$ cat config.mk
export PLATFORM = sky130hd
export DESIGN_NAME = writeback_unit
export DESIGN_NICKNAME = d
export VERILOG_FILES = /design/src/rtl/wb_pkg.sv /design/src/rtl/wb_fifo.sv /design/src/rtl/writeback_unit.sv
export SDC_FILE = /design/constraint.sdc
export NUM_CORES = 1
export LEC_CHECK = 0
export CORE_MARGIN = 2
export CORE_UTILIZATION = 35
export DETAILED_ROUTE_END_ITERATION = 6
export PLACE_DENSITY_LB_ADDON = 0.12
export SLEW_MARGIN = 40
export SYNTH_ARGS = -nofsm -noshare
export SYNTH_HDL_FRONTEND = slang
export SYNTH_HIERARCHICAL = 1
export SYNTH_SLANG_ARGS = --single-unit
export TNS_END_PERCENT = 1
$ cat constraint.sdc
create_clock -name clk -period 8.4 [get_ports clk]
set_input_delay 1.26 -clock clk [delete_from_list [all_inputs] [get_ports clk]]
set_output_delay 1.26 -clock clk [all_outputs]
set_load 0.05 [all_outputs]
$ cat src/rtl/wb_pkg.sv
// Shared widths and entry type for the register-file writeback path.
// Defaults match a 32-entry, 64-bit register file.
// Holds no logic.
package wb_pkg;
  localparam int WB_DATA_W = 64;
  localparam int WB_ADDR_W = 5;
  localparam int WB_DEPTH  = 4;

  // One pending register write: destination index plus value.
  typedef struct packed {
    logic [WB_ADDR_W-1:0] rd;
    logic [WB_DATA_W-1:0] data;
  } wb_entry_t;
endpackage

$ cat src/rtl/wb_fifo.sv
// Circular buffer that takes two writes per cycle (port 0 older, port 1 younger) and pops one entry per cycle.
// Latency: a written entry is visible on the age-ordered outputs the cycle after the write edge.
// No backpressure of its own: the caller must never write past DEPTH; a pop on empty is ignored.
module wb_fifo
  import wb_pkg::*;
#(
  parameter int DATA_W = WB_DATA_W,
  parameter int ADDR_W = WB_ADDR_W,
  parameter int DEPTH  = WB_DEPTH,
  parameter int CNT_W  = $clog2(DEPTH + 1)
) (
  input  logic              clk,
  input  logic              reset,
  input  logic              wr0_en_i,
  input  logic [ADDR_W-1:0] wr0_rd_i,
  input  logic [DATA_W-1:0] wr0_data_i,
  input  logic              wr1_en_i,
  input  logic [ADDR_W-1:0] wr1_rd_i,
  input  logic [DATA_W-1:0] wr1_data_i,
  input  logic              rd_en_i,
  output logic [CNT_W-1:0]  count_o,
  output logic [ADDR_W-1:0] age_rd_o   [DEPTH],
  output logic [DATA_W-1:0] age_data_o [DEPTH],
  output logic [DEPTH-1:0]  age_vld_o
);
  localparam int PTR_W = $clog2(DEPTH);

  logic [PTR_W-1:0]  head_q, tail_q;
  logic [CNT_W-1:0]  count_q;
  logic [ADDR_W-1:0] rd_q   [DEPTH];
  logic [DATA_W-1:0] data_q [DEPTH];
  logic [PTR_W-1:0]  wr1_ptr;
  logic              deq;

  // The younger write lands just behind the older one, or at the tail if the older port is idle.
  assign wr1_ptr = tail_q + PTR_W'(wr0_en_i);
  assign deq     = rd_en_i && (count_q != '0);
  assign count_o = count_q;

  // Pointers wrap naturally (power-of-two depth); full vs empty is told apart by the count alone.
  always_ff @(posedge clk) begin
    if (reset) begin
      head_q  <= '0;
      tail_q  <= '0;
      count_q <= '0;
    end else begin
      tail_q  <= tail_q + PTR_W'(wr0_en_i) + PTR_W'(wr1_en_i);
      head_q  <= head_q + PTR_W'(deq);
      count_q <= count_q + CNT_W'(wr0_en_i) + CNT_W'(wr1_en_i) - CNT_W'(deq);
    end
  end

  // Entry storage needs no reset: slots beyond the count are never reported valid.
  always_ff @(posedge clk) begin
    if (!reset && wr0_en_i) begin
      rd_q[tail_q]   <= wr0_rd_i;
      data_q[tail_q] <= wr0_data_i;
    end
    if (!reset && wr1_en_i) begin
      rd_q[wr1_ptr]   <= wr1_rd_i;
      data_q[wr1_ptr] <= wr1_data_i;
    end
  end

  // Present entries oldest-first (index 0 is the head) so the forwarding search can take the last match.
  always_comb begin
    for (int i = 0; i < DEPTH; i++) begin
      age_rd_o[i]   = rd_q[head_q + PTR_W'(i)];
      age_data_o[i] = data_q[head_q + PTR_W'(i)];
      age_vld_o[i]  = CNT_W'(i) < count_q;
    end
  end
endmodule

$ cat src/rtl/writeback_unit.sv
// Merges ALU and load results into an in-order buffer and drains one register-file write per cycle.
// Latency: a result accepted at edge N is on the write port in cycle N+1; forwarding is combinational.
// Backpressure: readiness comes from the registered count only; loads get priority for the last free slot.
module writeback_unit
  import wb_pkg::*;
#(
  parameter int DATA_W = WB_DATA_W,
  parameter int ADDR_W = WB_ADDR_W,
  parameter int DEPTH  = WB_DEPTH
) (
  input  logic                         clk,
  input  logic                         reset,
  input  logic                         mem_valid,
  output logic                         mem_ready,
  input  logic [ADDR_W-1:0]            mem_rd,
  input  logic [DATA_W-1:0]            mem_data,
  input  logic                         alu_valid,
  output logic                         alu_ready,
  input  logic [ADDR_W-1:0]            alu_rd,
  input  logic [DATA_W-1:0]            alu_data,
  output logic                         reg_write,
  output logic [ADDR_W-1:0]            write_reg,
  output logic [DATA_W-1:0]            write_data,
  input  logic [ADDR_W-1:0]            fwd_reg1,
  input  logic [ADDR_W-1:0]            fwd_reg2,
  output logic                         fwd_hit1,
  output logic                         fwd_hit2,
  output logic [DATA_W-1:0]            fwd_data1,
  output logic [DATA_W-1:0]            fwd_data2,
  output logic [$clog2(DEPTH+1)-1:0]   wb_count
);
  localparam int CNT_W = $clog2(DEPTH + 1);

  logic [CNT_W-1:0]  count;
  logic [CNT_W-1:0]  free;
  logic              mem_enq, alu_enq;
  logic [ADDR_W-1:0] age_rd   [DEPTH];
  logic [DATA_W-1:0] age_data [DEPTH];
  logic [DEPTH-1:0]  age_vld;

  assign free = CNT_W'(DEPTH) - count;

  // Ready is held high while reset is asserted so upstream sees the post-reset state immediately.
  assign mem_ready = reset || (free >= CNT_W'(1));
  assign alu_ready = reset || (free >= CNT_W'(2)) || ((free >= CNT_W'(1)) && !mem_valid);

  // Writes to r0 complete the handshake but are dropped, so they never occupy a slot.
  assign mem_enq = !reset && mem_valid && mem_ready && (mem_rd != '0);
  assign alu_enq = !reset && alu_valid && alu_ready && (alu_rd != '0);

  wb_fifo #(
    .DATA_W (DATA_W),
    .ADDR_W (ADDR_W),
    .DEPTH  (DEPTH),
    .CNT_W  (CNT_W)
  ) u_fifo (
    .clk        (clk),
    .reset      (reset),
    .wr0_en_i   (mem_enq),
    .wr0_rd_i   (mem_rd),
    .wr0_data_i (mem_data),
    .wr1_en_i   (alu_enq),
    .wr1_rd_i   (alu_rd),
    .wr1_data_i (alu_data),
    .rd_en_i    (count != '0),
    .count_o    (count),
    .age_rd_o   (age_rd),
    .age_data_o (age_data),
    .age_vld_o  (age_vld)
  );

  assign reg_write  = !reset && age_vld[0];
  assign write_reg  = reg_write ? age_rd[0]   : '0;
  assign write_data = reg_write ? age_data[0] : '0;
  assign wb_count   = reset ? '0 : count;

  // Walk buffered entries oldest to youngest; a later match overrides, so the youngest value wins.
  always_comb begin
    fwd_hit1  = 1'b0;
    fwd_data1 = '0;
    fwd_hit2  = 1'b0;
    fwd_data2 = '0;
    for (int i = 0; i < DEPTH; i++) begin
      if (!reset && age_vld[i] && (fwd_reg1 != '0) && (age_rd[i] == fwd_reg1)) begin
        fwd_hit1  = 1'b1;
        fwd_data1 = age_data[i];
      end
      if (!reset && age_vld[i] && (fwd_reg2 != '0) && (age_rd[i] == fwd_reg2)) begin
        fwd_hit2  = 1'b1;
        fwd_data2 = age_data[i];
      end
    end
  end
endmodule

==> metrics.yaml <==
antenna_found_initial: 11
yosysWarnings: 6
synthSimpleGateAreaFrac_pct: 6.63
pin_count: 357
min_path_type: "reg2reg"
synth-adder-area-share_pct: 0.704
h-tree-depth: 2
overflow: 0
multi_input_area_um2: 14300
required_ns: 7.14
timing_hold_violations_final: 0
tns_ns: 0
drt_first_pass_iters: 6
nets: 2212
core-area_um2: 66100
die-area_um2: 69100
fin_crit_sh_pct: 79.7
muxShareOfSynthArea_pct: 41.9
seqCellArea_um2: 8440
switchingPower_mw: 2.67
max_freq_mhz: 149
total_power_mw: 6.86
synth-seq-area-share_pct: 35.9
p_per_area_nw_per_um2: 234
vias: 18300
cp_max_fo: 53
cell_internal_pwr_mw: 4.19
relSlewSlack_pct: 38.9
ir_drop_uv: 123
synth_nets: 1945
dp.final_hpwl_um: 55700
first_iter_violations: 1734
maxCapViolCount: 0
grt_pass1_wl_um: 125000
crit_type: "reg2out"
yosysUniqueCellTypes: 57
drv_slew: 0
cts_tree: "done"
postCtsSetupBuffers: 0
cts_resized: 0
viasPerCell: 6.24
wl_per_cell_um: 29.3
areaGrowthSynthToFinish_pct: 24.8
end_kind: "output port"
fin_skew_ns: 0.0262
cts_buffers: 35
fp.dieW_um: 263
synthArstFlopShare_pct: 0
finalWorstSetupSlack_ns: 1.70
wirelength_um: 86000
rsz0062_at_grt: "false"
drive_gt1_share_pct: 34.1
synthesis.area_um2: 23500
synth_xor_area_share_pct: 1.56
synth-edff-count: 276
power_switching_share_pct: 38.9
postCtsHoldBufs: 0
syn_avg_cell_area_um2: 13.2
numClockSinks: 283
synth_top_family_by_area: "multiplexers"
p_comb_share_pct: 49.1
setup_viol: 0
row_count: 94
min_period_ns: 6.70
routabilityCongestion: 0.858
synth-main-ff-cell: "edfxtp_1"
clock_power_share_pct: 23.3
power_leakage_nw: 8.92
pwr-share-seq_pct: 27.6
dp_slack_ns: 1.81
synth_compound_area_share_pct: 9.43
clock_path_buffers: 3
start_util_pct: 35.5
grt_usage_pct: 24.4
netlist_instances: 1781
die_y_um: 263
yosys_register_bits: 283
crit_arrival_ns: 5.44
clk_latency_ns: 0.55
drcViolationCount: 0
status: "completed"
start_kind: "flop"
grt_pass1_vias: 18500
detail-route-antenna-nets: 0
nFillCells: 6000
portBuffers: 356
cts-root-buf: "clkbuf_16"
clkSlewWorstSetupHoldPaths_ns: 0.06
tightest_slew_ns: 0.914
grt_max_degree: 137
==> power by group through the flow <==
stage	clock, mW	combinational, mW	sequential, mW
final	1.60	3.37	1.89
after global routing	1.68	3.56	1.91
after CTS	1.64	3.37	1.89
after detailed placement	0	3.36	1.92
after global placement	0	3.32	1.90
after floorplan	0	2.45	1.86
==> worst max-delay path, stage by stage (launching register included) <==
cell and delay (ns):
dfxtp_4 0.84, buf_6 0.56, mux4_2 0.65, xnor2_1 0.16, nand4_1 0.14, or3_2 0.44, buf_4 0.32, o211ai_4 0.26
buf_4 0.41, o21ai_0 0.26, clkdlybuf4s50_1 0.76
==> logic make-up after synthesis <==
logic type | after synthesis
multiplexers | 602
AND/OR/NAND/NOR | 309
buffers and inverters | 196
adder cells (fa/ha/maj) | 12
AO/OA/AOI/OAI | 338
XOR/XNOR | 41
flip-flops | 283
==> metal layers <==
metal / GRT usage, % / vias to the layer above / wire length (um)
met4: 7.68 / 16 / 2640
met2: 41.8 / 853 / 42400
met3: 4.74 / 141 / 6400
li1: - / 7803 / -
met1: 31.1 / 9524 / 34500
met5: 0 / - / 105
==> sequential cells by signal, indices dropped and copies added (netlist names) <==
name / count
u_fifo/data_q: 256
u_fifo/tail_q: 2
u_fifo/head_q: 2
u_fifo/rd_q: 20
u_fifo/count_o: 3
==> cells in the mapped netlist, types with 2 or more instances <==
master,n,area [um2]
dfxtp_1,7,140
nand4_1,6,37.5
nor2_2,2,12.5
nor3_1,6,30.0
a21o_1,17,128
a22oi_1,49,368
o21ai_0,92,460
or4_1,5,37.5
nand3_1,4,20.0
and3_1,2,12.5
nand3b_1,2,15.0
mux4_2,276,6220
o21ai_1,25,125
nor4_4,2,42.5
nand2b_1,2,12.5
buf_1,8,30.0
clkbuf_1,60,225
buf_4,7,52.6
edfxtp_1,276,8290
nor2b_1,6,37.5
buf_6,3,33.8
clkbuf_2,3,15.0
and4_1,2,17.5
fa_1,2,40.0
xor2_1,15,131
ha_1,10,125
nor4b_1,3,26.3
or3_1,2,12.5
and2_1,78,488
a31o_2,13,114
nand2_1,101,379
xnor2_1,25,219
mux2i_1,50,500
inv_1,17,63.8
o22ai_1,3,18.8
nor2_1,76,285
buf_2,98,490
o31ai_1,52,390
a21oi_1,45,225
or3b_2,2,17.5
mux2_2,276,3110
a221oi_1,36,315
==> placed cells by master (no fill, tap or decap), types with 50 or more instances in the layout <==
| master | n |
|---|---|
| and2_1 | 78 |
| clkdlybuf4s50_1 | 356 |
| edfxtp_1 | 276 |
| mux2_2 | 276 |
| mux2i_1 | 50 |
| mux4_2 | 276 |
| nand2_1 | 99 |
| nor2_1 | 72 |
| o21ai_0 | 90 |
| o31ai_1 | 52 |
==> final timing paths <==
| path | startpoint | end | slack (ns) | cells past startpoint |
|---|---|---|---|---|
| setup / recovery | u_fifo/head_q[1] | fwd_data1[16] | 1.70 | 10 |
| hold / removal | u_fifo/count_o[2] | u_fifo/count_o[2] | 0.75 | 4 |
| setup reg to reg | u_fifo/count_o[0] | u_fifo/rd_q[0][1] | 3.57 | 12 |
| hold reg to reg | u_fifo/count_o[2] | u_fifo/count_o[2] | 0.75 | 4 |
==> final cells by class <==
class                      instances  area share [%]
multi-input combinational       1302            48.9
inverter                          17           0.218
antenna                            4          0.0342
clock inverter                    18           0.935
clock buffer                      42            3.08
timing repair buffer             409            14.4
tap                              864            3.69
sequential                       283            28.8
==> through the flow <==
step | utilization [%] | std cells | hold WS [ns] | area, um2
after CTS | 44.2 | 2934 | 0.754 | 29200
after detailed placement | 42.5 | 2874 | 0.738 | 28100
after floorplan | - | 1781 | 0.557 | 23500
after global routing | 44.3 | 2935 | 0.810 | 29300
final | 44.3 | 2939 | 0.748 | 29300
after global placement | 42.1 | 2863 | 0.686 | 27800
Note: power is estimated with default switching activity, not from simulation.
